<file path="config.mk">
export PLATFORM = sky130hd
export DESIGN_NAME = activation_arbiter
export DESIGN_NICKNAME = d
export VERILOG_FILES = /design/src/rtl/activation_arbiter.sv
export SDC_FILE = /design/constraint.sdc
export NUM_CORES = 1
export LEC_CHECK = 0
export CORE_ASPECT_RATIO = 0.8
export CORE_UTILIZATION = 45
export CTS_CLUSTER_SIZE = 25
export DETAILED_ROUTE_END_ITERATION = 16
export PLACE_DENSITY = 0.79
export SLEW_MARGIN = 25
export SYNTH_ARGS = -nofsm -noshare
export SYNTH_HDL_FRONTEND = slang
export SYNTH_SLANG_ARGS = --single-unit
</file>
<file path="constraint.sdc">
create_clock -name clk -period 5.81 [get_ports clk]
set_input_delay 0.8715 -clock clk [delete_from_list [all_inputs] [get_ports clk]]
set_output_delay 0.8715 -clock clk [all_outputs]
set_load 0.1 [all_outputs]
</file>
<file path="src/rtl/activation_arbiter.sv">
// Round-robin arbiter feeding a shared piecewise-linear sigmoid pipeline (S1 operand, S2 sigmoid).
// Define ACT_ARB_DERIV_EN to add req_deriv and stage S3 computing s*(1-s) per request.
module activation_arbiter #(
  parameter int NUM_REQ = 4,
  parameter int ID_W    = $clog2(NUM_REQ)
) (
  input  logic                    clk,
  input  logic                    rst_n,
  input  logic [NUM_REQ-1:0]      req_valid,
  input  logic [32*NUM_REQ-1:0]   req_data,
`ifdef ACT_ARB_DERIV_EN
  input  logic [NUM_REQ-1:0]      req_deriv,
`endif
  output logic [NUM_REQ-1:0]      req_ready,
  output logic                    rsp_valid,
  output logic [31:0]             rsp_data,
  output logic [ID_W-1:0]         rsp_id,
  input  logic                    rsp_ready,
  output logic [15:0]             done_cnt
);
  localparam int DATA_W = 32;
  localparam logic [DATA_W-1:0] ONE = 32'h0001_0000;

  function automatic logic [DATA_W-1:0] sigmoid(input logic signed [DATA_W-1:0] x);
    logic [DATA_W-1:0] a, f, r;
    a = x[DATA_W-1] ? unsigned'(-x) : unsigned'(x);
    if (a >= 32'h0005_0000)      f = ONE;
    else if (a >= 32'h0002_6000) f = (a >> 5) + 32'h0000_D800;
    else if (a >= ONE)           f = (a >> 3) + 32'h0000_A000;
    else                         f = (a >> 2) + 32'h0000_8000;
    r = x[DATA_W-1] ? (ONE - f) : f;
    // A zero probability is never emitted; clamp to the smallest positive code.
    if (r == '0) r = 32'h0000_0001;
    return r;
  endfunction

  logic [ID_W-1:0]          ptr_q, ptr_d;
  logic [NUM_REQ-1:0]       gnt;
  logic [ID_W-1:0]          gnt_id;
  logic                     gnt_any, avail_p1, adv_p2, rsp_fire;
  logic                     vld_p1_q, vld_p1_d, vld_p2_q, vld_p2_d;
  logic signed [DATA_W-1:0] data_p1_q, data_p1_d;
  logic [DATA_W-1:0]        data_p2_q, data_p2_d;
  logic [ID_W-1:0]          id_p1_q, id_p1_d, id_p2_q, id_p2_d;
  logic [15:0]              done_q, done_d;

  always_comb begin
    gnt     = '0;
    gnt_id  = '0;
    gnt_any = 1'b0;
    if (rst_n && avail_p1) begin
      for (int k = 0; k < NUM_REQ; k++) begin
        if (!gnt_any && req_valid[(int'(ptr_q) + k) % NUM_REQ]) begin
          gnt_id  = ID_W'((int'(ptr_q) + k) % NUM_REQ);
          gnt_any = 1'b1;
        end
      end
    end
    if (gnt_any) gnt = NUM_REQ'(1) << gnt_id;
    ptr_d = gnt_any ? ID_W'((int'(gnt_id) + 1) % NUM_REQ) : ptr_q;
  end

  assign req_ready = gnt;
  assign avail_p1  = !vld_p1_q || adv_p2;

  // Stage 1: granted operand capture
  always_comb begin
    vld_p1_d  = gnt_any | (vld_p1_q & ~adv_p2);
    data_p1_d = gnt_any ? $signed(req_data[int'(gnt_id)*DATA_W +: DATA_W]) : data_p1_q;
    id_p1_d   = gnt_any ? gnt_id : id_p1_q;
  end

  // Stage 2: sigmoid evaluation
  always_comb begin
    vld_p2_d  = adv_p2 ? vld_p1_q : vld_p2_q;
    data_p2_d = (adv_p2 && vld_p1_q) ? sigmoid(data_p1_q) : data_p2_q;
    id_p2_d   = (adv_p2 && vld_p1_q) ? id_p1_q : id_p2_q;
  end

  assign rsp_fire = rsp_valid && rsp_ready;
  assign done_d   = (rsp_fire && done_q != 16'hFFFF) ? done_q + 16'd1 : done_q;
  assign done_cnt = done_q;

  always_ff @(posedge clk or negedge rst_n) begin
    if (!rst_n) begin
      ptr_q    <= '0;
      vld_p1_q <= 1'b0;
      vld_p2_q <= 1'b0;
      done_q   <= '0;
    end else begin
      ptr_q    <= ptr_d;
      vld_p1_q <= vld_p1_d;
      vld_p2_q <= vld_p2_d;
      done_q   <= done_d;
    end
  end

  always_ff @(posedge clk) begin
    data_p1_q <= data_p1_d;
    id_p1_q   <= id_p1_d;
  end

`ifdef ACT_ARB_DERIV_EN
  function automatic logic [DATA_W-1:0] deriv(input logic [DATA_W-1:0] s);
    logic [2*DATA_W-1:0] p;
    p = {32'b0, s} * {32'b0, ONE - s};
    return p[DATA_W+15:16];
  endfunction

  logic              adv_p3, drv_p1_q, drv_p1_d, drv_p2_q, drv_p2_d;
  logic              vld_p3_q, vld_p3_d;
  logic [DATA_W-1:0] data_p3_q, data_p3_d;
  logic [ID_W-1:0]   id_p3_q, id_p3_d;

  assign adv_p3 = !vld_p3_q || rsp_ready;
  assign adv_p2 = !vld_p2_q || adv_p3;

  // Stage 3: optional derivative
  always_comb begin
    drv_p1_d  = gnt_any ? req_deriv[gnt_id] : drv_p1_q;
    drv_p2_d  = (adv_p2 && vld_p1_q) ? drv_p1_q : drv_p2_q;
    vld_p3_d  = adv_p3 ? vld_p2_q : vld_p3_q;
    data_p3_d = (adv_p3 && vld_p2_q) ? (drv_p2_q ? deriv(data_p2_q) : data_p2_q) : data_p3_q;
    id_p3_d   = (adv_p3 && vld_p2_q) ? id_p2_q : id_p3_q;
  end

  always_ff @(posedge clk or negedge rst_n) begin
    if (!rst_n) begin
      vld_p3_q  <= 1'b0;
      data_p3_q <= '0;
      id_p3_q   <= '0;
    end else begin
      vld_p3_q  <= vld_p3_d;
      data_p3_q <= data_p3_d;
      id_p3_q   <= id_p3_d;
    end
  end

  always_ff @(posedge clk) begin
    drv_p1_q  <= drv_p1_d;
    drv_p2_q  <= drv_p2_d;
    data_p2_q <= data_p2_d;
    id_p2_q   <= id_p2_d;
  end

  assign rsp_valid = vld_p3_q;
  assign rsp_data  = data_p3_q;
  assign rsp_id    = id_p3_q;
`else
  assign adv_p2 = !vld_p2_q || rsp_ready;

  always_ff @(posedge clk or negedge rst_n) begin
    if (!rst_n) begin
      data_p2_q <= '0;
      id_p2_q   <= '0;
    end else begin
      data_p2_q <= data_p2_d;
      id_p2_q   <= id_p2_d;
    end
  end

  assign rsp_valid = vld_p2_q;
  assign rsp_data  = data_p2_q;
  assign rsp_id    = id_p2_q;
`endif
endmodule

</file>
# After elaboration in Yosys (flattened, before gate mapping)
# Index checks and enable logic that the tools add are counted.
[totals]
register_bits = 88
output_inout_bits = 55
wordCells = 83
[op_classes]
eq_ne = 1
n_addsub = 10
order_cmp = 7
reduce_logical = 18
muxes = 31
shift = 2
bitwise_logic = 6
[ops]
columns = ["op", "n"]
rows = [
  ["$shiftx A128 B8 Y32", 1],
  ["$mux W32", 3],
  ["$mux W31", 3],
  ["$ge A32 B17 Y1 const B", 1],
  ["$ge A32 B18 Y1 const B", 1],
  ["$ge A32 B19 Y1 const B", 1],
  ["$logic_not A32 Y1", 1],
  ["$neg A32 Y32", 1],
  ["$sub A17 B32 Y32 const A", 1],
  ["$add A30 B16 Y31 const B", 1],
  ["$add A29 B16 Y30 const B", 1],
  ["$add A27 B16 Y28 const B", 1],
  ["$add A16 B1 Y16 const B", 1],
  ["$ne A16 B16 Y1 const B", 1],
  ["$mux W1", 15],
  ["$lt A3 B4 Y1 const B", 3],
  ["$mux W2", 5],
  ["$bmux W1 S2", 4],
  ["$logic_and A1 B1 Y1", 7],
  ["$reduce_or A2 Y1", 3],
  ["$logic_not A1 Y1", 5],
  ["$add A2 B1 Y2 const B", 2],
  ["$add A2 B2 Y2 const B", 2],
  ["$mux W4", 1],
  ["7 further kinds", 10],
]

# Depth between registers and ports, before layout
# Gate-level depths: netlist (run 1).
[depth]
ltp_word = 19
ltp_mapped = 28
mapped_depth_nobuf = 26

# Worst setup path after synthesis (run 1)
# No wires, ideal clock.
[synth_timing]
kind = "register to register"
start = "reg data_p1_q[0]"
end = "reg data_p2_q[0], in the netlist rsp_data[0]"
n_path_buf = 1
t_required_ns = 5.718
synth_period_minus_slack_ns = 5.384
path_stages_with_launch = 26
path_slack_ns = 0.426
arrival_time_ns = 5.292
cell_sequence = "edfxtp_1 > inv_1 > ha_1 > nor4b_1 > nand4_1 > o21ai_1 > xor2_1 > ha_1 > o2111a_1 > nand4_1 > nor4_1 > nand4b_1 > o211a_1 > clkbuf_1 > mux2i_1 > or2_2 > ha_1 > inv_1 > a211oi_1 > nand4_1 > o221a_2 > o31ai_1 > xnor2_1 > and4b_1 > o2111ai_1 > o31ai_2"
[synth_via]
elab_chain_cells = 10
[synth_rtl]
columns = ["element", "line_no", "source"]
rows = [
  ["start, declared", "42", "logic signed [DATA_W-1:0] data_p1_q, data_p1_d;"],
  ["start signal, assigned", "99", "data_p1_q <= data_p1_d;"],
  ["$neg A32 Y32", "26", "a = x[DATA_W-1] ? unsigned'(-x) : unsigned'(x);"],
  ["$mux W32 *", "26", ""],
  ["$add A30 B16 Y31, or another cell as far along", "30", "else f = (a >> 2) + 32'h0000_8000;"],
  ["$mux W31", "29", "else if (a >= ONE) f = (a >> 3) + 32'h0000_A000;"],
  ["$mux W31", "28", "else if (a >= 32'h0002_6000) f = (a >> 5) + 32'h0000_D800;"],
  ["$mux W31 *", "27", "if (a >= 32'h0005_0000) f = ONE;"],
  ["$sub A17 B32 Y32", "31", "r = x[DATA_W-1] ? (ONE - f) : f;"],
  ["$mux W32 *", "31", ""],
  ["$logic_not A32 Y1", "33", "if (r == '0) r = 32'h0000_0001;"],
  ["$mux W32 *", "33", ""],
  ["end signal, assigned", "157", "data_p2_q <= data_p2_d;"],
  ["end, declared", "43", "logic [DATA_W-1:0] data_p2_q, data_p2_d;"],
]
# Every way passes the cells marked *; elsewhere a longest branch is shown, timed or not.
# A chain may end at the register's enable or synchronous reset.

# Final worst setup path (run 1)
[layout_timing]
start = "reg data_p1_q[19]"
end = "reg data_p2_q[0], in the netlist rsp_data[0]"
# The elaborated chain is that of the path after synthesis.

==> reports/metrics.json, run 1 <==
{
  "sta": {
    "finalWorstSetupSlack_ps": 341,
    "unrepaired_setup_endpoints_after_global_routing": "no",
    "final_max_slew_viol_count": 0,
    "final.setup.tns_ps": 0,
    "timing.final.setup_violations": 0,
    "clock-skew-final_ps": 12.3,
    "whs_ps": 441,
    "fmaxAchievable_mhz": 183,
    "final.min_clock_period_ps": 5470,
    "maxSlewHeadroom_pct": 32.9,
    "worst_pin_slew_ps": 1000,
    "final_min_period_over_clock_period_pct": 94.1,
    "timing_hold_violations_final": 0
  },
  "detailed_routing": {
    "postRouteWirelength_um": 21300,
    "detail_route.drc_violations": 0,
    "initialDrtViolationCount": 750,
    "viasPerCell": 5.93,
    "final_routed_wire_length_divided_by_cell_count_um": 17.7,
    "drt-pass1-iter-count": 7,
    "final_antenna_net_count": 0,
    "overall_via_count_from_detail_route": 7121
  },
  "synth": {
    "compound_gate_fraction_of_synth_area_pct": 21.1,
    "postSynthCellCount": 829,
    "ys_types": 87,
    "synth_sequential_area_ratio_pct": 34.7,
    "synth.mux.area_fraction_pct": 1.99,
    "synthSimpleGateAreaFrac_pct": 30.1,
    "post_synth.cell_area_avg_sq_um": 8.25,
    "ys.warnings.count": 0,
    "post_synthesis_xor_xnor_area_fraction_pct": 6.14,
    "synth_top_family_by_area": "simple AND/OR/NAND/NOR gates",
    "postSynthRegisterBits": 88,
    "synth_enable_flop_cells": 34,
    "async_reset_ff_share_pct": 61.4,
    "post_synth_fa_ha_maj_area_fraction_pct": 1.65,
    "synth_ff_type": "sky130_fd_sc_hd__dfrtp_1",
    "mappedNetlistNets": 973,
    "netlist_area_before_placement_sq_mm": 0.00684
  },
  "power": {
    "leakage_nw": 3.84,
    "combinationalPowerShare_pct": 48.6,
    "clock_power_share_pct": 20.0,
    "switchingPower_w": 0.00123,
    "power_frac_seq_pct": 31.4,
    "design_power_total_w": 0.00275,
    "power-per-cell-area_mw_per_mm2": 296,
    "ir_worst_vdd_uv": 181,
    "swShare_pct": 44.7,
    "intPower_w": 0.00152
  },
  "cts": {
    "later_pin_clock_latency_in_the_skew_report_ps": 350,
    "total_clock_buffers_created_by_cts": 9,
    "holdBufCountCts": 0,
    "cts_sinks": 88,
    "root_buffer_cell": "sky130_fd_sc_hd__clkbuf_16",
    "tritoncts": "done",
    "cts-root-to-sink-buffers": 2,
    "path_clk_slew_ps": 60,
    "clock_tree.htree_level_count": 3
  },
  "worst_setup_path": {
    "worst-setup-path-type": "reg -> reg",
    "worst_path_maximum_fanout": 7,
    "critPathRequiredTime_ps": 6060,
    "startpoint_type": "register",
    "cp.arrival_ps": 5720,
    "worstSetupEndpointType": "register"
  },
  "die": {
    "chipWidth_um": 140,
    "die_h_um": 112,
    "dieArea_sq_mm": 0.0157,
    "floorplan.initialDensity_pct": 47.0,
    "fp.coreArea_sq_mm": 0.0145,
    "ioPinCount": 190,
    "core.rowCount": 39
  },
  "global_routing": {
    "global_route.overflow_total": 0,
    "grt_pass1_wl_um": 34800,
    "first_global_vias": 6727,
    "track_usage_pct": 28.0,
    "grt_max_degree": 67,
    "grt_antenna_before_repair": 2
  },
  "placement": {
    "place_worst_setup_slack_ps": 235,
    "gp_congestion": 0.965,
    "placed_cell_area_sq_mm": 0.00897,
    "port_buffers": 189,
    "sum_of_net_half_perimeters_after_detailed_placement_um": 16300
  },
  "cells_and_area": {
    "post_route_cells_drive_above_1_share_pct": 9.55,
    "area.growth.synth_to_final_pct": 35.8,
    "fillers": 1254,
    "antenna_cells_inserted": 0,
    "final_nets": 1155,
    "final_cell_area_sq_mm": 0.00929
  },
  "hold_path": {
    "min_delay_path_class": "reg -> reg"
  },
  "flow_run": {
    "max_cap_violations": 0
  },
  "run_status": {
    "outcome": "complete, no violations"
  }
}
## per-layer routing
metal	share of wire, %	track usage, %	up-vias
met5	0	0	-
met4	1.5	7.03	0
met3	7.5	4.61	26
met2	47	44.8	315
met1	44	39.3	3373
li1	-	-	3407
## flip-flops by register name (all words and copies together), names as in the netlist
register,flops
rsp_valid,1
ptr_q,2
id_p1_q,2
data_p1_q,32
rsp_data,32
done_cnt,16
vld_p1_q,1
rsp_id,2
## worst max-delay path: stages, from the launching register on
cell and delay [ps]:
sky130_fd_sc_hd__edfxtp_1 470, sky130_fd_sc_hd__or4_1 600, sky130_fd_sc_hd__or4_1 520, sky130_fd_sc_hd__or4_4 450, sky130_fd_sc_hd__a211oi_4 260, sky130_fd_sc_hd__o31ai_4 90, sky130_fd_sc_hd__or4_1 590, sky130_fd_sc_hd__nor3_4 300
sky130_fd_sc_hd__o21ai_0 130, sky130_fd_sc_hd__nand2_1 80, sky130_fd_sc_hd__ha_1 210, sky130_fd_sc_hd__inv_1 80, sky130_fd_sc_hd__a211oi_1 230, sky130_fd_sc_hd__nand4_1 180, sky130_fd_sc_hd__o221a_2 190, sky130_fd_sc_hd__o31ai_1 240
sky130_fd_sc_hd__xnor2_1 170, sky130_fd_sc_hd__and4b_1 220, sky130_fd_sc_hd__o2111ai_1 120, sky130_fd_sc_hd__o31ai_2 250
## layout make-up
type	count	area, sq um	share of cell area [%]
repair buffers	225	2150	23.1
inverters	15	56.3	0.606
multi-input cells	672	4210	45.3
flip-flops and latches	88	2370	25.5
well taps	184	230	2.48
clock buffers	12	246	2.65
clock inverters	4	26.3	0.283
## placed cells by master, fill, tap and decap left out, types with 9 or more instances in the layout
cell type,Yosys,layout
sky130_fd_sc_hd__clkdlybuf4s50_1,0,184
sky130_fd_sc_hd__xnor2_1,35,35
sky130_fd_sc_hd__a21o_1,21,21
sky130_fd_sc_hd__nor2_1,43,43
sky130_fd_sc_hd__edfxtp_1,34,34
sky130_fd_sc_hd__a21oi_1,20,20
sky130_fd_sc_hd__dfrtp_1,54,54
sky130_fd_sc_hd__inv_1,15,14
sky130_fd_sc_hd__nand4_1,15,15
sky130_fd_sc_hd__ha_1,9,9
sky130_fd_sc_hd__or4_1,10,10
sky130_fd_sc_hd__nor3_1,14,14
sky130_fd_sc_hd__nor4_1,11,10
sky130_fd_sc_hd__o31ai_1,10,10
sky130_fd_sc_hd__and3_1,40,40
sky130_fd_sc_hd__a31oi_1,37,37
sky130_fd_sc_hd__o21ai_0,31,31
sky130_fd_sc_hd__xor2_1,13,13
sky130_fd_sc_hd__nand2_1,184,184
sky130_fd_sc_hd__nand3_1,25,24
sky130_fd_sc_hd__buf_4,1,40
sky130_fd_sc_hd__clkbuf_16,0,9
## synth_stat cells, drive strengths merged, types with 4 or more instances
library cell,instances,area (sq um)
a21o,21,158
xnor2,35,307
nand2,185,697
nand4,15,93.8
mux2,5,56.3
nand2b,8,50.1
nor2,44,168
nor2b,8,50.1
nor4b,4,35.0
o21a,6,45.0
a211oi,9,95.1
nand3,25,125
xor2,13,114
or4,12,97.6
dfrtp,54,1350
edfxtp,34,1020
clkbuf,42,159
and4,4,35.0
o31ai,14,134
inv,15,56.3
o211ai,6,55.1
nor3,15,86.3
buf,12,80.1
or3,7,43.8
o41ai,5,70.1
a21oi,20,100
o2111ai,7,61.3
or2,7,43.8
a41oi,6,60.1
a31oi,37,231
nor4,13,103
ha,9,113
o21ai,34,170
mux2i,8,80.1
and3,41,262
and2,8,50.1
## power by group through the flow
stage	sequential, W	combinational (W)	clock [W]
after detailed placement	0.000875	0.00131	0
after global routing	0.000876	0.00143	0.000585
after global placement	0.000869	0.00130	0
final	0.000862	0.00134	0.000550
after floorplan	0.00108	0.000674	0
after CTS	0.000863	0.00131	0.000559
## worst paths after layout
kind,start,endpoint,cells after the start,slack (ps)
min in group asynchronous,rst_n,rsp_data[9]$_DFFE_PN0P_,2,740
worst max-delay path,data_p1_q[19]$_DFFE_PP_,rsp_data[0]$_DFFE_PN0P_,19,340
max in group asynchronous,rst_n,done_cnt[11]$_DFFE_PN0P_,2,4630
worst min register to register,id_p1_q[1]$_DFFE_PP_,rsp_id[1]$_DFFE_PN0P_,2,440
worst max register to register,data_p1_q[19]$_DFFE_PP_,rsp_data[0]$_DFFE_PN0P_,19,340
worst min-delay path,id_p1_q[1]$_DFFE_PP_,rsp_id[1]$_DFFE_PN0P_,2,440
## cell families (layout without fill, tap and decap cells)
| logic type | count (synthesis) | in the layout |
|---|---|---|
| buffers and inverters | 69 | 256 |
| adder cells (fa/ha/maj) | 9 | 9 |
| multiplexers | 13 | 13 |
| flip-flops | 88 | 88 |
| AND/OR/NAND/NOR | 409 | 409 |
| AO/OA/AOI/OAI | 193 | 193 |
| XOR/XNOR | 48 | 48 |
## per-stage QoR
| step | utilization (%) | instances |
|---|---|---|
| 4_1_cts | 63.5 | 1196 |
| 6_report | 63.9 | 1200 |
| 5_1_grt | 63.9 | 1200 |
| 3_3_place_gp | 61.7 | 1180 |
| 3_5_place_dp | 61.7 | 1180 |
| 2_1_floorplan | - | 829 |
## what timing repair did
item,CTS,global route
buffers inserted,0,4
endpoints found under the hold margin,0,0
setup endpoints to repair,0,4
gates resized for setup,0,4
Note: power is estimated with default switching activity, not from simulation.
==> inputs of run 2 (changes only) <==
- CAP_MARGIN: unset -> 30
- PLACE_DENSITY: 0.79 -> 0.78
==> reports/metrics.json, run 2 (synthesized netlist as in run 1, its figures left out) <==
{
  "cts": {
    "cts-root-to-sink-buffers": 2,
    "cts_sinks": 88,
    "root_buffer_cell": "sky130_fd_sc_hd__clkbuf_16",
    "clock_tree.htree_level_count": 3,
    "path_clk_slew_ps": 70,
    "total_clock_buffers_created_by_cts": 9,
    "tritoncts": "done",
    "later_pin_clock_latency_in_the_skew_report_ps": 350
  },
  "detailed_routing": {
    "initialDrtViolationCount": 689,
    "drt-pass1-iter-count": 7,
    "postRouteWirelength_um": 21600,
    "viasPerCell": 5.92,
    "overall_via_count_from_detail_route": 7135,
    "final_antenna_net_count": 0,
    "final_routed_wire_length_divided_by_cell_count_um": 17.9,
    "detail_route.drc_violations": 0
  },
  "cells_and_area": {
    "post-route-util_pct": 64.4,
    "mostFrequentLayoutCell": "sky130_fd_sc_hd__clkdlybuf4s50_1",
    "final_cell_area_sq_mm": 0.00937,
    "final_nets": 1160,
    "mostFrequentLayoutCells": "sky130_fd_sc_hd__clkdlybuf4s50_1, sky130_fd_sc_hd__nand2_1, sky130_fd_sc_hd__dfrtp_1, sky130_fd_sc_hd__buf_4, sky130_fd_sc_hd__nor2_1",
    "fillers": 1257,
    "post_route_cells_drive_above_1_share_pct": 10.3,
    "area.growth.synth_to_final_pct": 36.9,
    "antenna_cells_inserted": 0
  },
  "power": {
    "power-per-cell-area_mw_per_mm2": 302,
    "swShare_pct": 44.5,
    "power_frac_seq_pct": 30.2,
    "combinationalPowerShare_pct": 47.8,
    "intPower_w": 0.00157,
    "switchingPower_w": 0.00126,
    "leakage_nw": 3.88,
    "clock_power_share_pct": 22.0,
    "ir_worst_vdd_uv": 219
  },
  "worst_setup_path": {
    "startpoint_type": "register",
    "crit_end": "rsp_data[0]$_DFFE_PN0P_",
    "worst-r2r-setup-slack_ps": 300,
    "worst-setup-path-type": "reg -> reg",
    "worstRegToRegCells": 22,
    "timing.rr.end": "rsp_data[0]$_DFFE_PN0P_",
    "critPathRequiredTime_ps": 6080,
    "cp.arrival_ps": 5770,
    "worst_r2r_startpoint": "data_p1_q[0]$_DFFE_PP_",
    "worst_path_maximum_fanout": 7,
    "worstSetupEndpointType": "register",
    "critical_path.startpoint": "data_p1_q[0]$_DFFE_PP_",
    "crit_chain": "or4_1 > or3_4 > mux2_2 > nand2_2 > ha_1 > o2111a_1 > nand4_1 > nor4_1 > nand4b_1 > o211a_2 > mux2i_1 > or2_2 > ha_1 > inv_1 > a211oi_1 > nand4_1 > o221a_2 > o31ai_1 > xnor2_1 > and4b_1 > o2111ai_1 > o31ai_2",
    "worst_path_largest_cell_delay_ps": 550,
    "cell_with_the_largest_stage_delay_on_the_worst_path": "sky130_fd_sc_hd__or4_1"
  },
  "die": {
    "dieArea_sq_mm": 0.0157,
    "chipWidth_um": 140,
    "core.rowCount": 39,
    "die_h_um": 112,
    "ioPinCount": 190,
    "floorplan.initialDensity_pct": 47.0,
    "fp.coreArea_sq_mm": 0.0145
  },
  "global_routing": {
    "global_route.overflow_total": 0,
    "first_global_vias": 6723,
    "track_usage_pct": 28.1,
    "grt_max_degree": 67,
    "grt_pass1_wl_um": 35100,
    "grt_antenna_before_repair": 1
  },
  "run_status": {
    "outcome": "complete, no violations"
  },
  "flow_run": {
    "max_cap_violations": 0
  },
  "sta": {
    "fmaxAchievable_mhz": 182,
    "unrepaired_setup_endpoints_after_global_routing": "no",
    "worst_pin_slew_ps": 1010,
    "final.min_clock_period_ps": 5510,
    "timing_hold_violations_final": 0,
    "final_min_period_over_clock_period_pct": 94.8,
    "final_max_slew_viol_count": 0,
    "clock-skew-final_ps": 9.12,
    "timing.final.setup_violations": 0,
    "finalWorstSetupSlack_ps": 304,
    "final.setup.tns_ps": 0,
    "maxSlewHeadroom_pct": 32.6
  },
  "placement": {
    "gp_congestion": 1.02,
    "placed_cell_area_sq_mm": 0.00899,
    "sum_of_net_half_perimeters_after_detailed_placement_um": 16400,
    "place_worst_setup_slack_ps": 305,
    "port_buffers": 189
  },
  "hold_path": {
    "timing.hold.worst_path_depth": 2,
    "min_delay_path_class": "reg -> reg"
  }
}
run 2: cell count changes in the layout (fill, tap and decap cells not counted), moves of 2 or more:
cell                        change
sky130_fd_sc_hd__inv_8          +2
sky130_fd_sc_hd__inv_6          -2
sky130_fd_sc_hd__clkbuf_16      +2
sky130_fd_sc_hd__clkbuf_1       -2
sky130_fd_sc_hd__buf_4          +5
run 2: per-stage QoR:
step	std cells	total power, W	hold WS (ps)
after CTS	1199	0.00280	442
after global routing	1205	0.00297	475
after floorplan	829	0.00176	415
after global placement	1183	0.00218	421
after detailed placement	1183	0.00218	442
final	1205	0.00283	439
run 2: critical path: cells and delay by family (launching register included):
family / cells / cell delay, ps
buffers and inverters: 1 / 70
AND/OR/NAND/NOR: 9 / 2310
AO/OA/AOI/OAI: 7 / 1480
adder cells (fa/ha/maj): 2 / 410
flip-flops: 1 / 440
XOR/XNOR: 1 / 180
multiplexers: 2 / 520
run 2: power groups by stage:
stage	registers, W	logic (W)	clock network (W)
after global routing	0.000867	0.00145	0.000652
after CTS	0.000857	0.00132	0.000625
after detailed placement	0.000869	0.00132	0
final	0.000855	0.00135	0.000621
after global placement	0.000864	0.00132	0
after floorplan	0.00108	0.000674	0
run 2: what timing repair did:
item,in CTS,in global routing
hold buffers,0,0
buffers inserted,0,6
gates resized for setup,0,4
endpoints found under the setup margin,0,4
run 2: worst min path at each step:
stage                                    start                    end  slack [ps]
after floorplan           id_p1_q[0]$_DFFE_PP_  rsp_id[0]$_DFFE_PN0P_         410
after global placement    id_p1_q[0]$_DFFE_PP_  rsp_id[0]$_DFFE_PN0P_         420
after detailed placement  id_p1_q[0]$_DFFE_PP_  rsp_id[0]$_DFFE_PN0P_         440
after CTS                 id_p1_q[1]$_DFFE_PP_  rsp_id[1]$_DFFE_PN0P_         440
after global routing      id_p1_q[0]$_DFFE_PP_  rsp_id[0]$_DFFE_PN0P_         480
final                     id_p1_q[1]$_DFFE_PP_  rsp_id[1]$_DFFE_PN0P_         440
run 2: area by class of cell:
| class | instances | area, sq um | share of cell area (%) |
|---|---|---|---|
| timing repair buffer | 230 | 2180 | 23.3 |
| inverter | 15 | 56.3 | 0.601 |
| clock buffer | 11 | 275 | 2.94 |
| multi-input combinational | 672 | 4200 | 44.9 |
| tap | 184 | 230 | 2.46 |
| clock inverter | 5 | 43.8 | 0.468 |
| sequential | 88 | 2370 | 25.3 |
run 2: layer usage:
layer / GRT usage (%) / wire, um / up-vias
met1: 39.8 / 9790 / 3350
met4: 6.74 / 361 / 0
li1: - / - / 3416
met2: 44.0 / 9780 / 336
met5: 0 / 0 / -
met3: 5.59 / 1660 / 33
==> inputs of run 3 (changes only) <==
- ABC_CLOCK_PERIOD_IN_PS: unset -> 5810
==> results of run 3 <==
No change in the layout: final DEF, timing and power equal those of run 2.
==> edit (flow settings as in run 2) <==
Register the output `done_cnt` once more, without a reset; this adds one clock of latency there. The other outputs are not delayed to match.
--- a/src/rtl/activation_arbiter.sv
+++ b/src/rtl/activation_arbiter.sv
@@ -80,5 +80,7 @@
   assign rsp_fire = rsp_valid && rsp_ready;
   assign done_d   = (rsp_fire && done_q != 16'hFFFF) ? done_q + 16'd1 : done_q;
-  assign done_cnt = done_q;
+  always_ff @(posedge clk) begin
+    done_cnt <= done_q;
+  end
 
   always_ff @(posedge clk or negedge rst_n) begin
Function: not settled (the Yosys comparison gave no result); the edit may change what the design does.
==> edit against run 2 <==
Cell area shrank 1.0%; total power grew 3.4%; largest power group unchanged; critical path depth decreased by 2; synthesized cell count shrank 0.97%; sequential cell count is 16 higher; worst setup slack got worse by 0.099 ns; routed wire length shrank 4.1%; area after synthesis hardly changed.
==> edit: results (changes against run 2) <==
[power_and_ir_drop]
p_leak_nw=3.83  ; was 3.88 nW
vdd_drop_max_uv=241  ; was 219 µV

[timing]
clock_skew_ns=0.00759  ; was 0.00912 ns
finalCritPeriodShare=0.965  ; was 0.948
tightest_slew_ns=1.03  ; was 1.01 ns
whs_ns=0.409  ; was 0.439 ns

[layout]
layout.nets=1139  ; was 1160
drive_gt1_frac=0.0760  ; was 0.103

[critical_path]
cpPeakStageDelay_ns=0.57  ; was 0.55 ns
critPathMaxFanout=4  ; was 7
r2r_slack_ns=0.20  ; was 0.30 ns
reg2reg_depth=20  ; was 22
rr_startpoint=data_p1_q[5]$_DFFE_PP_  ; was data_p1_q[0]$_DFFE_PP_
cp.arrival_ns=5.86  ; was 5.77 ns
critPathLaunchType=flip-flop  ; unchanged

[min_path]
whs_endpoint=done_cnt[14]$_DFF_P_  ; was rsp_id[1]$_DFFE_PN0P_
min-delay-start=done_q[14]$_DFFE_PN0P_  ; was id_p1_q[1]$_DFFE_PP_
hold_depth=0  ; was 2

[grt]
grt_pass1_wl_um=33500  ; was 35100 µm
grt_pass1_vias=6643  ; was 6723
grtUsageMet2=0.434  ; was 0.440
grt_usage=0.271  ; was 0.281
use_met3=0.0623  ; was 0.0559
grt_max_degree=66  ; was 67
antenna_found_initial=1  ; unchanged
use_met1=0.365  ; was 0.398

[placement]
dp.cells=1168  ; was 1183
place_ws_ns=0.253  ; was 0.305 ns
place.gp.congestion=1.03  ; was 1.02
dp_hpwl_um=15700  ; was 16400 µm

[route]
vias=6865  ; was 7135
first_iter_violations=688  ; was 689
drt-total-wl_um=20700  ; was 21600 µm
avgRoutedWirePerCell_um=17.5  ; was 17.9 µm
dr.pass1.iters=5  ; was 7

[synth]
ys_top_cells_by_area=dfrtp_1 (20%), edfxtp_1 (15%), nand2_1 (11%)  ; was dfrtp_1 (20%), edfxtp_1 (15%), nand2_1 (10%)
avgSynthCellArea_um2=8.34  ; was 8.25 µm²
yosys.area_share.xor_xnor=0.0625  ; was 0.0614
async_reset_ff_frac=0.519  ; was 0.614
syn_nets=965  ; was 973
synth_edf_count=34  ; unchanged
synth-compound-area-share=0.197  ; was 0.211
yosys-top-cells-count=nand2_1 (196), dfrtp_1 (54), clkbuf_1 (43), a31oi_1 (42), nor2_1 (37)  ; was nand2_1 (184), dfrtp_1 (54), nor2_1 (43), clkbuf_1 (41), and3_1 (40)
seq_area_frac_synth=0.393  ; was 0.347
synthMuxAreaShare=0.00914  ; was 0.0199
synth_fa_ha_area_frac=0.0165  ; about the same
ys_types=78  ; was 87

[clock_network]
clk_pin_slew_ns=0.07  ; about the same
clk_latency_ns=0.35  ; about the same
htree_levels=3  ; unchanged

[run_status]
status=finished, final reports clean  ; unchanged

[edit: changes by cell type after synthesis, moves of 6 or more]
cell	before	now
dfxtp_1	0	16
nor2_1	43	37
nand2_1	184	196
xnor2_1	35	27
xor2_1	13	20
nand3_1	25	19
[edit: critical path, delay by kind of cell, from the launching register on]
kind	cells	cell delay (ns)
xor gates and xnor gates	1	0.18
and+or+nand+nor	7	1.80
AOI/OAI and AO/OA	9	2.47
DFF	1	0.44
adders and majority gates	2	0.52
buffers and inverters	1	0.11
[edit: per-layer routing]
layer,vias up,wire (µm)
li1,3313,-
met3,48,1640
met5,-,0
met4,0,537
met1,3200,9130
met2,304,9410
[edit: area by class of cell]
| type | count | area (µm²) |
|---|---|---|
| clock buffer | 10 | 229 |
| clock inverter | 6 | 65.1 |
| fill | 1249 | 5270 |
| inverter | 20 | 75.1 |
| multi-input combinational | 641 | 3870 |
| sequential | 104 | 2690 |
| tap | 184 | 230 |
| timing repair buffer | 219 | 2100 |
[edit: timing repair]
item / in CTS / in global routing
gates resized for setup: 0 / 3
hold buffers: 0 / 0
endpoints found under the setup margin: 0 / 1
[edit: metrics by stage]
stage	total power, mW	area, µm²
after floorplan	1.88	6840
after global routing	3.08	9270
after CTS	2.91	9250
after global placement	2.28	8950
final	2.92	9270
after detailed placement	2.30	8950
[edit: report_power, final]
part	total, mW	switching, mW	internal (mW)
registers	0.994	0.109	0.884
clock network	0.612	0.275	0.337
logic	1.32	0.864	0.454
total	2.92	1.25	1.67
